## config.mk

```make
export PLATFORM = sky130hd
export DESIGN_NAME = fifo_reader
export DESIGN_NICKNAME = d
export VERILOG_FILES = /design/src/rtl/fifo_reader_pkg.sv /design/src/rtl/fifo_reader_skid.sv /design/src/rtl/fifo_reader.sv
export SDC_FILE = /design/constraint.sdc
export NUM_CORES = 1
export LEC_CHECK = 0
export ABC_AREA = 1
export BUFFER_PORTS_ARGS = -buffer_cell sky130_fd_sc_hd__buf_2
export CORE_UTILIZATION = 37
export DETAILED_ROUTE_END_ITERATION = 6
export PLACE_DENSITY_LB_ADDON = 0.1
export SETUP_SLACK_MARGIN = 0.15
export SLEW_MARGIN = 10
export SYNTH_ARGS = -nofsm -noshare
export SYNTH_HDL_FRONTEND = slang
export SYNTH_SLANG_ARGS = --single-unit
```

## constraint.sdc

```tcl
create_clock -name clk -period 4.3 [get_ports clk]
set_input_delay 0.43 -clock clk [delete_from_list [all_inputs] [get_ports clk]]
set_output_delay 0.43 -clock clk [all_outputs]
set_load 0.03 [all_outputs]
```

## src/rtl/fifo_reader_pkg.sv

```systemverilog
// Shared types for the FIFO-to-stream reader: FSM state encoding and
// output-buffer sizing.
package fifo_reader_pkg;

  typedef enum logic [1:0] {
    IDLE  = 2'd0,
    RUN   = 2'd1,
    DRAIN = 2'd2,
    DONE  = 2'd3
  } state_t;

  localparam logic [1:0] SKID_FULL = 2'd2;

endpackage

```

## src/rtl/fifo_reader_skid.sv

```systemverilog
// Two-entry output buffer between FIFO pops and the downstream stream.
// Entry 0 is always the head word presented on dout/last_out.
module fifo_reader_skid
  import fifo_reader_pkg::*;
#(
  parameter int DATAWIDTH = 8
) (
  input  logic                 clk,
  input  logic                 reset,
  input  logic                 push,
  input  logic [DATAWIDTH-1:0] din,
  input  logic                 last_in,
  input  logic                 pop,
  output logic [1:0]           occupancy,
  output logic [DATAWIDTH-1:0] dout,
  output logic                 last_out
);

  logic [DATAWIDTH-1:0] data0, data1;
  logic                 last0, last1;
  logic                 push_ok, pop_ok;

  // Guard against pushes into a full buffer or pops from an empty one.
  assign push_ok = push && (occupancy != SKID_FULL);
  assign pop_ok  = pop  && (occupancy != 2'd0);

  // NOTE: sequential state uses non-blocking assignments only, so every
  // register samples the pre-edge values of its neighbours.
  // NOTE: the two storage entries are reset too, so dout reads 0 out of reset.
  always_ff @(posedge clk) begin
    if (reset) begin
      occupancy <= 2'd0;
      data0     <= '0;
      data1     <= '0;
      last0     <= 1'b0;
      last1     <= 1'b0;
    end else begin
      case ({push_ok, pop_ok})
        2'b10: begin
          if (occupancy == 2'd0) begin
            data0 <= din;
            last0 <= last_in;
          end else begin
            data1 <= din;
            last1 <= last_in;
          end
          occupancy <= occupancy + 2'd1;
        end
        2'b01: begin
          data0     <= data1;
          last0     <= last1;
          occupancy <= occupancy - 2'd1;
        end
        2'b11: begin
          // Simultaneous push and pop keeps occupancy; only occupancy 1 is
          // reachable here because a full buffer refuses the push.
          data0 <= din;
          last0 <= last_in;
        end
        default: ;
      endcase
    end
  end

  assign dout     = data0;
  assign last_out = last0;

endmodule

```

## src/rtl/fifo_reader.sv

```systemverilog
// Pops a requested number of words from a show-ahead FIFO and presents them
// as a valid/ready stream with last marking, a word count and a done pulse.
module fifo_reader
  import fifo_reader_pkg::*;
#(
  parameter int DATAWIDTH  = 8,
  parameter int COUNTWIDTH = 8
) (
  input  logic                  clk,
  input  logic                  reset,
  input  logic                  fifo_empty,
  input  logic [DATAWIDTH-1:0]  fifo_dout,
  output logic                  fifo_read,
  input  logic                  start,
  input  logic [COUNTWIDTH-1:0] len,
  output logic                  busy,
  output logic                  done,
  output logic                  m_valid,
  output logic [DATAWIDTH-1:0]  m_data,
  output logic                  m_last,
  input  logic                  m_ready,
  output logic [COUNTWIDTH-1:0] count
);

  state_t                  state, state_next;
  logic [COUNTWIDTH-1:0]   remaining;
  logic [1:0]              occupancy;
  logic                    last_out;
  logic                    handshake;

  assign handshake = m_valid && m_ready;

  // NOTE: every output of this block gets a default first, so no path
  // through the case statement can infer a latch.
  always_comb begin
    state_next = state;
    fifo_read  = 1'b0;
    case (state)
      IDLE: begin
        if (start) state_next = (len == '0) ? DONE : RUN;
      end
      RUN: begin
        // Occupancy is registered, so m_ready never reaches fifo_read.
        fifo_read = !reset && !fifo_empty && (remaining != '0) &&
                    (occupancy < SKID_FULL);
        if (fifo_read && remaining == COUNTWIDTH'(1)) state_next = DRAIN;
      end
      DRAIN: begin
        if (occupancy == 2'd0 || (handshake && occupancy == 2'd1))
          state_next = DONE;
      end
      DONE:    state_next = IDLE;
      default: state_next = IDLE;
    endcase
  end

  always_ff @(posedge clk) begin
    if (reset) begin
      state     <= IDLE;
      remaining <= '0;
      count     <= '0;
    end else begin
      state <= state_next;
      if (state == IDLE && start) begin
        remaining <= len;
        count     <= '0;
      end else begin
        if (fifo_read) remaining <= remaining - COUNTWIDTH'(1);
        if (handshake) count     <= count + COUNTWIDTH'(1);
      end
    end
  end

  fifo_reader_skid #(
    .DATAWIDTH(DATAWIDTH)
  ) u_skid (
    .clk       (clk),
    .reset     (reset),
    .push      (fifo_read),
    .din       (fifo_dout),
    .last_in   (remaining == COUNTWIDTH'(1)),
    .pop       (handshake),
    .occupancy (occupancy),
    .dout      (m_data),
    .last_out  (last_out)
  );

  assign m_valid = (occupancy != 2'd0);
  assign m_last  = m_valid && last_out;
  assign busy    = (state == RUN) || (state == DRAIN);
  assign done    = (state == DONE);

endmodule
```

# Word-level counts from Yosys, hierarchy flattened
# Cells that the tools add are included.
op_classes:
  n_reduce_logical: 26
  eq_ne: 13
  bitwise: 1
  n_lt_le_gt_ge: 1
  n_mux: 13
  addsub: 4
op_table:
  columns: ["operator", "n"]
  rows:
  - ["$mux 8", 3]
  - ["$pmux 8 s3", 1]
  - ["$logic_and 1x1->1", 10]
  - ["$ne 2x2->1 const B", 5]
  - ["$add 8x1->8 const B", 1]
  - ["$eq 2x2->1 const B", 4]
  - ["$eq 8x1->1 const B", 1]
  - ["$logic_not 8->1", 1]
  - ["$mux 2", 4]
  - ["$pmux 2 s4", 1]
  - ["$reduce_bool 8->1", 1]
  - ["$sub 8x1->8 const B", 1]
  - ["$eq 2x1->1 const B", 3]
  - ["$reduce_bool 2->1", 3]
  - ["$logic_not 2->1", 2]
  - ["$pmux 2 s2", 1]
  - ["$reduce_and 2->1", 2]
  - ["$pmux 1 s3", 1]
  - ["$reduce_and 3->1", 1]
  - ["$reduce_bool 3->1", 1]
  - ["$add 2x1->2 const B", 1]
  - ["$logic_not 1->1", 2]
  - ["$logic_or 1x1->1", 2]
  - ["$lt 2x2->1 const B", 1]
  - ["other kinds (4)", 5]
totals:
  in_bits: 21
  ff_bits: 38
  output_inout_bits: 21
  word_cells: 66

# Longest topological paths before layout
# Gate-level depths: netlist of run 1.
logic_depth:
  depth_word: 9
  mapped_depth: 15

# Cells and area by module
# A second synthesis of run 1 with hierarchy kept.
unflattened:
  hier_cells: 340
  hier_area_um2: 2308.5
modules_own_cells:
  columns: ["module", "seq_area_each_um2", "cells_each", "instances", "area_each_um2"]
  rows:
  - ["fifo_reader", 360.3, 193, 1, 1298.7]
  - ["fifo_reader_skid", 400.4, 147, 1, 1009.7]

# Worst setup path before layout of run 1
# Ideal clock, no wire load.
synth_path:
  path_kind: "reg2reg"
  startpoint: "register remaining[0]"
  endpoint: "register u_skid.last0, in the netlist u_skid.last_out"
  t_required_ps: 4187
  path_stages_with_launch: 16
  n_path_buf: 2
  arrival_ps: 1971
  slack_ps: 2215
  path_cell_list: "dfxtp_1 inv_1 ha_1 nand2_2 nor2_4 nor2_8 nand2_4 nor2_1 inv_1 ha_1 buf_2 clkbuf_1 nand2_1 o21ai_0 a21oi_2 nor2_2"
synth_via:
  elab_chain_cells: 8
  elab_cells_between_ends: 14
synth_rtl:
  columns: ["item", "line_no", "source"]
  rows:
  - ["from (decl)", "fifo_reader.sv:26", "logic [COUNTWIDTH-1:0] remaining;"]
  - ["from (signal assigned)", "fifo_reader.sv:65", "remaining <= len;"]
  - ["from (signal assigned)", "fifo_reader.sv:68", "if (fifo_read) remaining <= remaining - COUNTWIDTH'(1);"]
  - ["$reduce_bool 8->1", "fifo_reader.sv:44", "fifo_read = !reset && !fifo_empty && (remaining != '0) &&"]
  - ["$logic_and 1x1->1 (2 in series)", "fifo_reader.sv:44", null]
  - ["$mux 1", "fifo_reader.sv:38", "case (state)"]
  - ["$logic_and 1x1->1", "fifo_reader_skid.sv:24", "assign push_ok = push && (occupancy != SKID_FULL);"]
  - ["$eq 2x2->1 / $eq 2x1->1 (equally long branches)", "fifo_reader_skid.sv:38", "case ({push_ok, pop_ok})"]
  - ["$ne 2x2->1 (no line) / $reduce_bool 3->1 (equally long branches)", null, null]
  - ["$reduce_and 2->1 (no line)", null, null]
  - ["to (signal assigned)", "fifo_reader_skid.sv:42", "last0 <= last_in;"]
  - ["to (signal assigned)", "fifo_reader_skid.sv:51", "last0 <= last1;"]
  - ["to (signal assigned)", "fifo_reader_skid.sv:58", "last0 <= last_in;"]
  - ["to (decl)", "fifo_reader_skid.sv:20", "logic last0, last1;"]
# Parallel ways exist; a longest one is shown, timed or not. The select of a mux whose other input is x is not followed.
# A chain may end at the register's enable or synchronous reset.

# Worst setup path in the final report of run 1
layout_path:
  startpoint: "register u_skid.occupancy[1]"
  endpoint: "register u_skid.data0[2], in the netlist u_skid.dout[2]"
layout_via:
  elab_cells_between_ends: 16
layout_rtl:
  columns: ["item", "line_no", "source"]
  rows:
  - ["from (decl)", "fifo_reader_skid.sv:14", "output logic [1:0] occupancy,"]
  - ["from (signal assigned)", "fifo_reader_skid.sv:47", "occupancy <= occupancy + 2'd1;"]
  - ["from (signal assigned)", "fifo_reader_skid.sv:52", "occupancy <= occupancy - 2'd1;"]
  - ["$reduce_bool 2->1 (*)", "fifo_reader.sv:88", "assign m_valid = (occupancy != 2'd0);"]
  - ["$logic_and 1x1->1 (*)", "fifo_reader.sv:31", "assign handshake = m_valid && m_ready;"]
  - ["net handshake", "fifo_reader.sv:29", "logic handshake;"]
  - ["$logic_and 1x1->1 (*)", "fifo_reader_skid.sv:25", "assign pop_ok = pop && (occupancy != 2'd0);"]
  - ["$eq 2x2->1 / $eq 2x1->1 (equally long branches)", "fifo_reader_skid.sv:38", null]
  - ["$ne 2x2->1 (no line) / $reduce_bool 3->1 (equally long branches)", null, null]
  - ["$reduce_and 2->1 (no line)", null, null]
  - ["to (signal assigned)", "fifo_reader_skid.sv:41", "data0 <= din;"]
  - ["to (signal assigned)", "fifo_reader_skid.sv:50", "data0 <= data1;"]
  - ["to (signal assigned)", "fifo_reader_skid.sv:57", "data0 <= din;"]
  - ["to (decl)", "fifo_reader_skid.sv:19", "logic [DATAWIDTH-1:0] data0, data1;"]
# Mark *: on every way through the listed nets, which the timed path passes. The rest lies on a longest branch.

==> impl_metrics.ini, run 1 <==
[status]
status = finished, final reports clean

[detailed_routing]
drtIter0Drc = 69
drc = 0
ant_nets = 0
routedWlPerCell_um = 11.39
wirelength_mm = 4.887
vias_per_cell = 4.739
drt_first_pass_iters = 4
vias = 2033

[pwr]
p_total_mw = 1.726
power_density_mw_per_mm2 = 673.7
leakage_nw = 1.230
vdd_drop_max_uv = 397.2

[layout]
fillCellCount = 615
seqCellArea_um2 = 760.7
n_antenna_cell = 0
multiInputGateArea_mm2 = 0.001230
drive_gt1_frac = 0.2185
nNetsFinal = 390
area_delta_synth_final_pct = 14.41

[floorplan]
die_area_mm2 = 0.006368
num_rows = 27
initial_core_util = 0.3946
die_height_um = 79.80
die_w_um = 79.80
ios = 42
core_area_mm2 = 0.005675

[min_path]
hold_start = fifo_dout[3]
worstHoldPathType = in2reg
worstHoldEndpoint = u_skid.data1[3]
hold_depth = 3

[logic_synthesis]
syn_area_per_cell_um2 = 7.043
yosysWarnings = 0
synth.distinct_cells = 32
seq_area_frac_synth = 0.3397
synthTopCellsByCount = nand2_1, inv_1, dfxtp_1, nor2_1, o21ai_0
ys.flop_type = dfxtp_1
syn-num-nets = 352
syn_inst = 318
synth_seq_cells = 38
synth_area_leader_cell = dfxtp_1
synth_edf_count = 0
yosysTopAreaCellShare = 0.3397
syn_area_mm2 = 0.002240
ys_top_cells_by_area = dfxtp_1, nand2_1, inv_1
synth.most_common_cell = nand2_1
async_flop_share = 0

[setup_path]
slowest_delay_ps = 550
required_ps = 4480
crit_path_start = u_skid.occupancy[1]
crit_path_end_kind = register
r2r-start = u_skid.occupancy[1]
arrival_ps = 2700
path_max_fanout = 24
worst_path_max_delay_cell = ha_1
crit_type = reg2reg
r2r_slack_ps = 1780
r2r_end = u_skid.dout[2]
reg2reg_depth = 9
cp_cell_sequence = inv_1 > ha_1 > inv_2 > nand2_2 > inv_1 > ha_1 > o21ai_0 > a21oi_2 > nor2_1
startpoint_type = register

[clocking]
cts.repair.resized = 0
clk_path_buf_depth = 2
cts-buffers-inserted = 5
cts-root-buf = clkbuf_8
cts_tree = built
cts_num_sinks = 38
postCtsSetupRepairBufs = 0
clk_pin_slew_ps = 70
hold_buffers = 0
insertion_delay_ps = 290
htreeDepth = 2

[timing]
skew_ps = 9.528
fmax_mhz = 396.2
tightest_slew_ps = 649.5
fin_tns_setup_ps = 0
slew_violations = 0
relSlewSlack = 0.5665
finalCritPeriodShare = 0.5870
hold_viol = 0
rsz0062_at_grt = false
period_minus_slack_ps = 2524
setup_viol = 0

[placement]
portBuffers = 41
place_hpwl_mm = 3.557
place.gp.congestion = 0.7628

[grt]
grt_pass1_wl_mm = 8.411
overflow = 0
antenna_found_initial = 0
grt_max_degree = 25
first_global_vias = 1833
grt_usage = 0.1692

[flow_run]
maxCapViolCount = 0
==> per-layer routing <==
layer  vias up  share of wire  GRT usage
met1       901           0.52     0.2443
met2        41           0.42     0.2470
met4         0          0.011    0.05893
li1       1086              -          -
met5         -              0          0
met3         5          0.056    0.03314
==> cell usage in the layout (no fill, tap or decap), types with 6 or more instances in the layout <==
cell type / count
inv_1: 45
dfxtp_1: 38
ha_1: 13
nand2_2: 6
a21oi_2: 10
buf_2: 41
nor2_1: 37
clkbuf_8: 6
nand2_1: 63
a21oi_1: 24
nand3_1: 20
o21ai_0: 28
==> worst max-delay path, delay by kind of cell, from the launching register on <==
kind | cells | cell delay (ps)
DFF | 1 | 360
buffers and inverters | 3 | 450
and+or+nand+nor | 2 | 410
AOI/OAI and AO/OA | 2 | 370
adders and majority gates | 2 | 820
==> sequential cells by signal, summed over array words and instances, names as in the netlist <==
signal / count
u_skid.last1: 1
u_skid.data1: 8
state: 2
u_skid.dout: 8
u_skid.last_out: 1
count: 8
u_skid.occupancy: 2
remaining: 8
==> where the power goes <==
| group | switching (mW) | leakage (nW) | total [mW] | internal [mW] |
|---|---|---|---|---|
| Clock | 0.130 | 0.0472 | 0.259 | 0.129 |
| Sequential | 0.0676 | 0.309 | 0.509 | 0.442 |
| Combinational | 0.630 | 0.874 | 0.958 | 0.329 |
| Total | 0.827 | 1.23 | 1.73 | 0.899 |
==> stage by stage <==
stage	worst slack [ps]	hold WS, ps	util	std cells	cell area, um^2
floorplan	2215	439.1	-	318	2240
global placement	1588	458.2	0.4347	421	2467
detailed placement	1538	452.2	0.4347	421	2467
CTS	1751	388.2	0.4515	429	2562
global route	1472	392.1	0.4515	429	2562
finish	1776	396.2	0.4515	429	2562
==> worst max-delay path by stage <==
stage	endpoint	slack, ps	depth (start not counted)
floorplan	u_skid.last_out	2220	15
global placement	u_skid.dout[2]	1590	12
detailed placement	u_skid.dout[2]	1540	12
CTS	u_skid.dout[2]	1750	9
global route	u_skid.dout[2]	1470	9
finish	u_skid.dout[2]	1780	9
==> layout make-up <==
class / count / share of cell area
tap: 72 / 0.03516
sequential: 38 / 0.2969
inverter: 47 / 0.07080
clock buffer: 6 / 0.03223
timing repair buffer: 41 / 0.08008
multi-input combinational: 223 / 0.4800
clock inverter: 2 / 0.004883
==> cell families (layout without fill, tap and decap cells) <==
| logic type | after synthesis | after routing | share of synthesized area |
|---|---|---|---|
| and+or+nand+nor | 142 | 142 | 0.2989 |
| AOI/OAI and AO/OA | 64 | 64 | 0.1620 |
| buffers and inverters | 57 | 96 | 0.1112 |
| DFF | 38 | 38 | 0.3397 |
| adders and majority gates | 13 | 13 | 0.07263 |
| xor gates and xnor gates | 4 | 4 | 0.01565 |
(Power assumes the default switching activity.)
==> run 2, diff against run 1 <==
--- a/config.mk
+++ b/config.mk
@@ -5,7 +5,7 @@
 export SDC_FILE = /design/constraint.sdc
 export NUM_CORES = 1
 export LEC_CHECK = 0
-export ABC_AREA = 1
+export ABC_AREA = 0
 export BUFFER_PORTS_ARGS = -buffer_cell sky130_fd_sc_hd__buf_2
 export CORE_UTILIZATION = 37
 export DETAILED_ROUTE_END_ITERATION = 6
==> constraint.sdc (replaced) <==
create_clock -name clk -period 2.37 [get_ports clk]
set_input_delay 0.237 -clock clk [delete_from_list [all_inputs] [get_ports clk]]
set_output_delay 0.237 -clock clk [all_outputs]
set_load 0.03 [all_outputs]
==> run 2 against run 1 <==
  * Cell count decreased by 17%
  * Core utilization increased by 4.3 points
  * Global-route usage increased by 0.32 points
  * Sequential cell count unchanged
  * Total power increased by 67%
  * Clock skew decreased by 4.1 ps
  * Worst hold slack got worse by 200 ps
  * Area after synthesis decreased by 9.4%
  * Maximum frequency increased by 20%
  * Critical path depth increased by 1
  * Combinational power increased by 37%
  * Clock-buffer cell count unchanged
  * Largest power group unchanged
==> impl_metrics.ini, run 2 <==
[clocking]
clk_path_buf_depth = 2
cts-buffers-inserted = 5
insertion_delay_ps = 290
cts-root-buf = clkbuf_8
htreeDepth = 2
hold_buffers = 0
clk_pin_slew_ps = 80
cts_tree = built
cts_num_sinks = 38

[logic_synthesis]
async_flop_share = 0
yosysWarnings = 0
syn_area_per_cell_um2 = 8.558
synth.distinct_cells = 38
syn_area_mm2 = 0.002028
ys_top_cells_by_area = dfxtp_1, ha_1, nor3_1
synth_edf_count = 0
ys.flop_type = dfxtp_1
yosysTopAreaCellShare = 0.3751
syn_inst = 237
synth.most_common_cell = dfxtp_1
synth_area_leader_cell = dfxtp_1
synth_seq_cells = 38
syn-num-nets = 271
seq_area_frac_synth = 0.3751
synthTopCellsByCount = dfxtp_1, nand2_1, nor3_1, nor2_1, a21oi_1

[setup_path]
crit_type = reg2reg
worst_path_max_delay_cell = or3_1
slowest_delay_ps = 360
cp_cell_sequence = inv_2 > ha_4 > nor4b_4 > o21a_4 > nand2b_1 > inv_1 > ha_1 > nand2_2 > or3_1 > a21oi_1
crit_path_end_kind = register
cp_num_buf_inv = 2
arrival_ps = 2330
path_max_fanout = 10
critPathTopFamily = simple AND/OR/NAND/NOR gates
r2r_end = u_skid.last1
reg2reg_depth = 10
r2r_slack_ps = 260
required_ps = 2590
startpoint_type = register
crit_cells = 10
r2r-start = state[1]

[pwr]
leakage_nw = 1.039
power_density_mw_per_mm2 = 1119
vdd_drop_max_uv = 520.6

[grt]
overflow = 0
antenna_found_initial = 0
grt_max_degree = 19
grt_pass1_wl_mm = 8.045
first_global_vias = 1678
grt_usage = 0.1724

[layout]
area_delta_synth_final_pct = 26.84
fillCellCount = 517
n_antenna_cell = 0
drive_gt1_frac = 0.2937
layout_common_cells = buf_2, dfxtp_1, nand2_1
layout_commonest_cell = buf_2
nNetsFinal = 319
final_area_mm2 = 0.002572
seqCellArea_um2 = 764.5
multiInputGateArea_mm2 = 0.001222

[floorplan]
ios = 42
initial_core_util = 0.3897
num_rows = 26
die_w_um = 76.04
die_height_um = 76.04
core_area_mm2 = 0.005205
die_area_mm2 = 0.005781

[placement]
dpl_cell_area_mm2 = 0.002372
place.gp.congestion = 0.7674
portBuffers = 41
place_hpwl_mm = 3.407

[status]
status = finished, final reports clean

[min_path]
worstHoldPathType = in2reg
hold_start = fifo_dout[3]
worstHoldEndpoint = u_skid.data1[3]
hold_depth = 3

[timing]
period_minus_slack_ps = 2109
rsz0062_at_grt = true
skew_ps = 5.450
fmax_mhz = 474.2
hold_viol = 0
setup_viol = 0
fin_tns_setup_ps = 0
finalCritPeriodShare = 0.8898
slew_violations = 0
relSlewSlack = 0.6179
tightest_slew_ps = 571.9

[detailed_routing]
drtIter0Drc = 78
wirelength_mm = 4.773
vias_per_cell = 4.958
ant_nets = 0
drc = 0
drt_first_pass_iters = 4
routedWlPerCell_um = 13.41
vias = 1765

[flow_run]
maxCapViolCount = 0
## run 2: worst max-delay path by stage
stage            startpoint             endpoint  slack (ps)
6_report           state[1]         u_skid.last1         260
3_5_place_dp   remaining[1]  u_skid.occupancy[1]         190
2_1_floorplan  remaining[1]  u_skid.occupancy[1]         110
3_3_place_gp   remaining[1]  u_skid.occupancy[1]         200
5_1_grt            state[1]      u_skid.data1[2]         100
4_1_cts        remaining[1]  u_skid.occupancy[1]         160
## run 2: where the power goes
part,internal [mW],switching (mW)
combinational,0.530,0.776
sequential,0.770,0.118
clock,0.449,0.234
total,1.75,1.13
## run 2: cells by family (layout without fill, tap and decap cells)
kind of cell	after synthesis	after routing	synth area share
fa+ha+maj	13	13	0.08020
simple gates	101	101	0.2597
xor+xnor	14	14	0.06046
flops	38	38	0.3751
compound gates	45	45	0.1740
buf+inv	26	75	0.05058
## run 2: area by class of cell
type,instances,area share
well taps,70,0.03405
flip-flops and latches,38,0.2972
clock buffers,6,0.03210
repair buffers,55,0.1206
multi-input cells,173,0.4752
clock inverters,2,0.02335
inverters,12,0.01751
## run 2: metal layers
layer,part of all wire,vias to the layer above,global-route usage
li1,-,942,-
met1,0.52,790,0.2426
met2,0.44,33,0.2636
met3,0.036,0,0.04072
met4,0,0,0.04615
met5,0,-,0
## run 2: per-stage QoR
stage	utilization	instances	setup slack [ps]	hold WS, ps	total power, mW
final	0.4942	356	261.2	194.4	2.879
after global routing	0.4942	356	102.3	186.5	3.098
after CTS	0.4832	351	157.0	184.1	2.853
after detailed placement	0.4558	343	186.4	451.3	2.156
after global placement	0.4558	343	204.9	445.5	2.165
after floorplan	-	237	106.8	373.0	1.895
## run 2: timing repair
| action | 4_1_cts | 5_1_grt |
|---|---|---|
| setup buffers | 0 | 5 |
| setup endpoints to repair | 0 | 19 |
| gates resized for setup | 0 | 6 |
## run 2: worst reg2reg max path, cell delays in order (launching register included)
cell and delay [ps]:
dfxtp_1 340, inv_2 90, ha_4 150, nor4b_4 240, o21a_4 180, nand2b_1 100
inv_1 90, ha_1 180, nand2_2 160, or3_1 360, a21oi_1 140
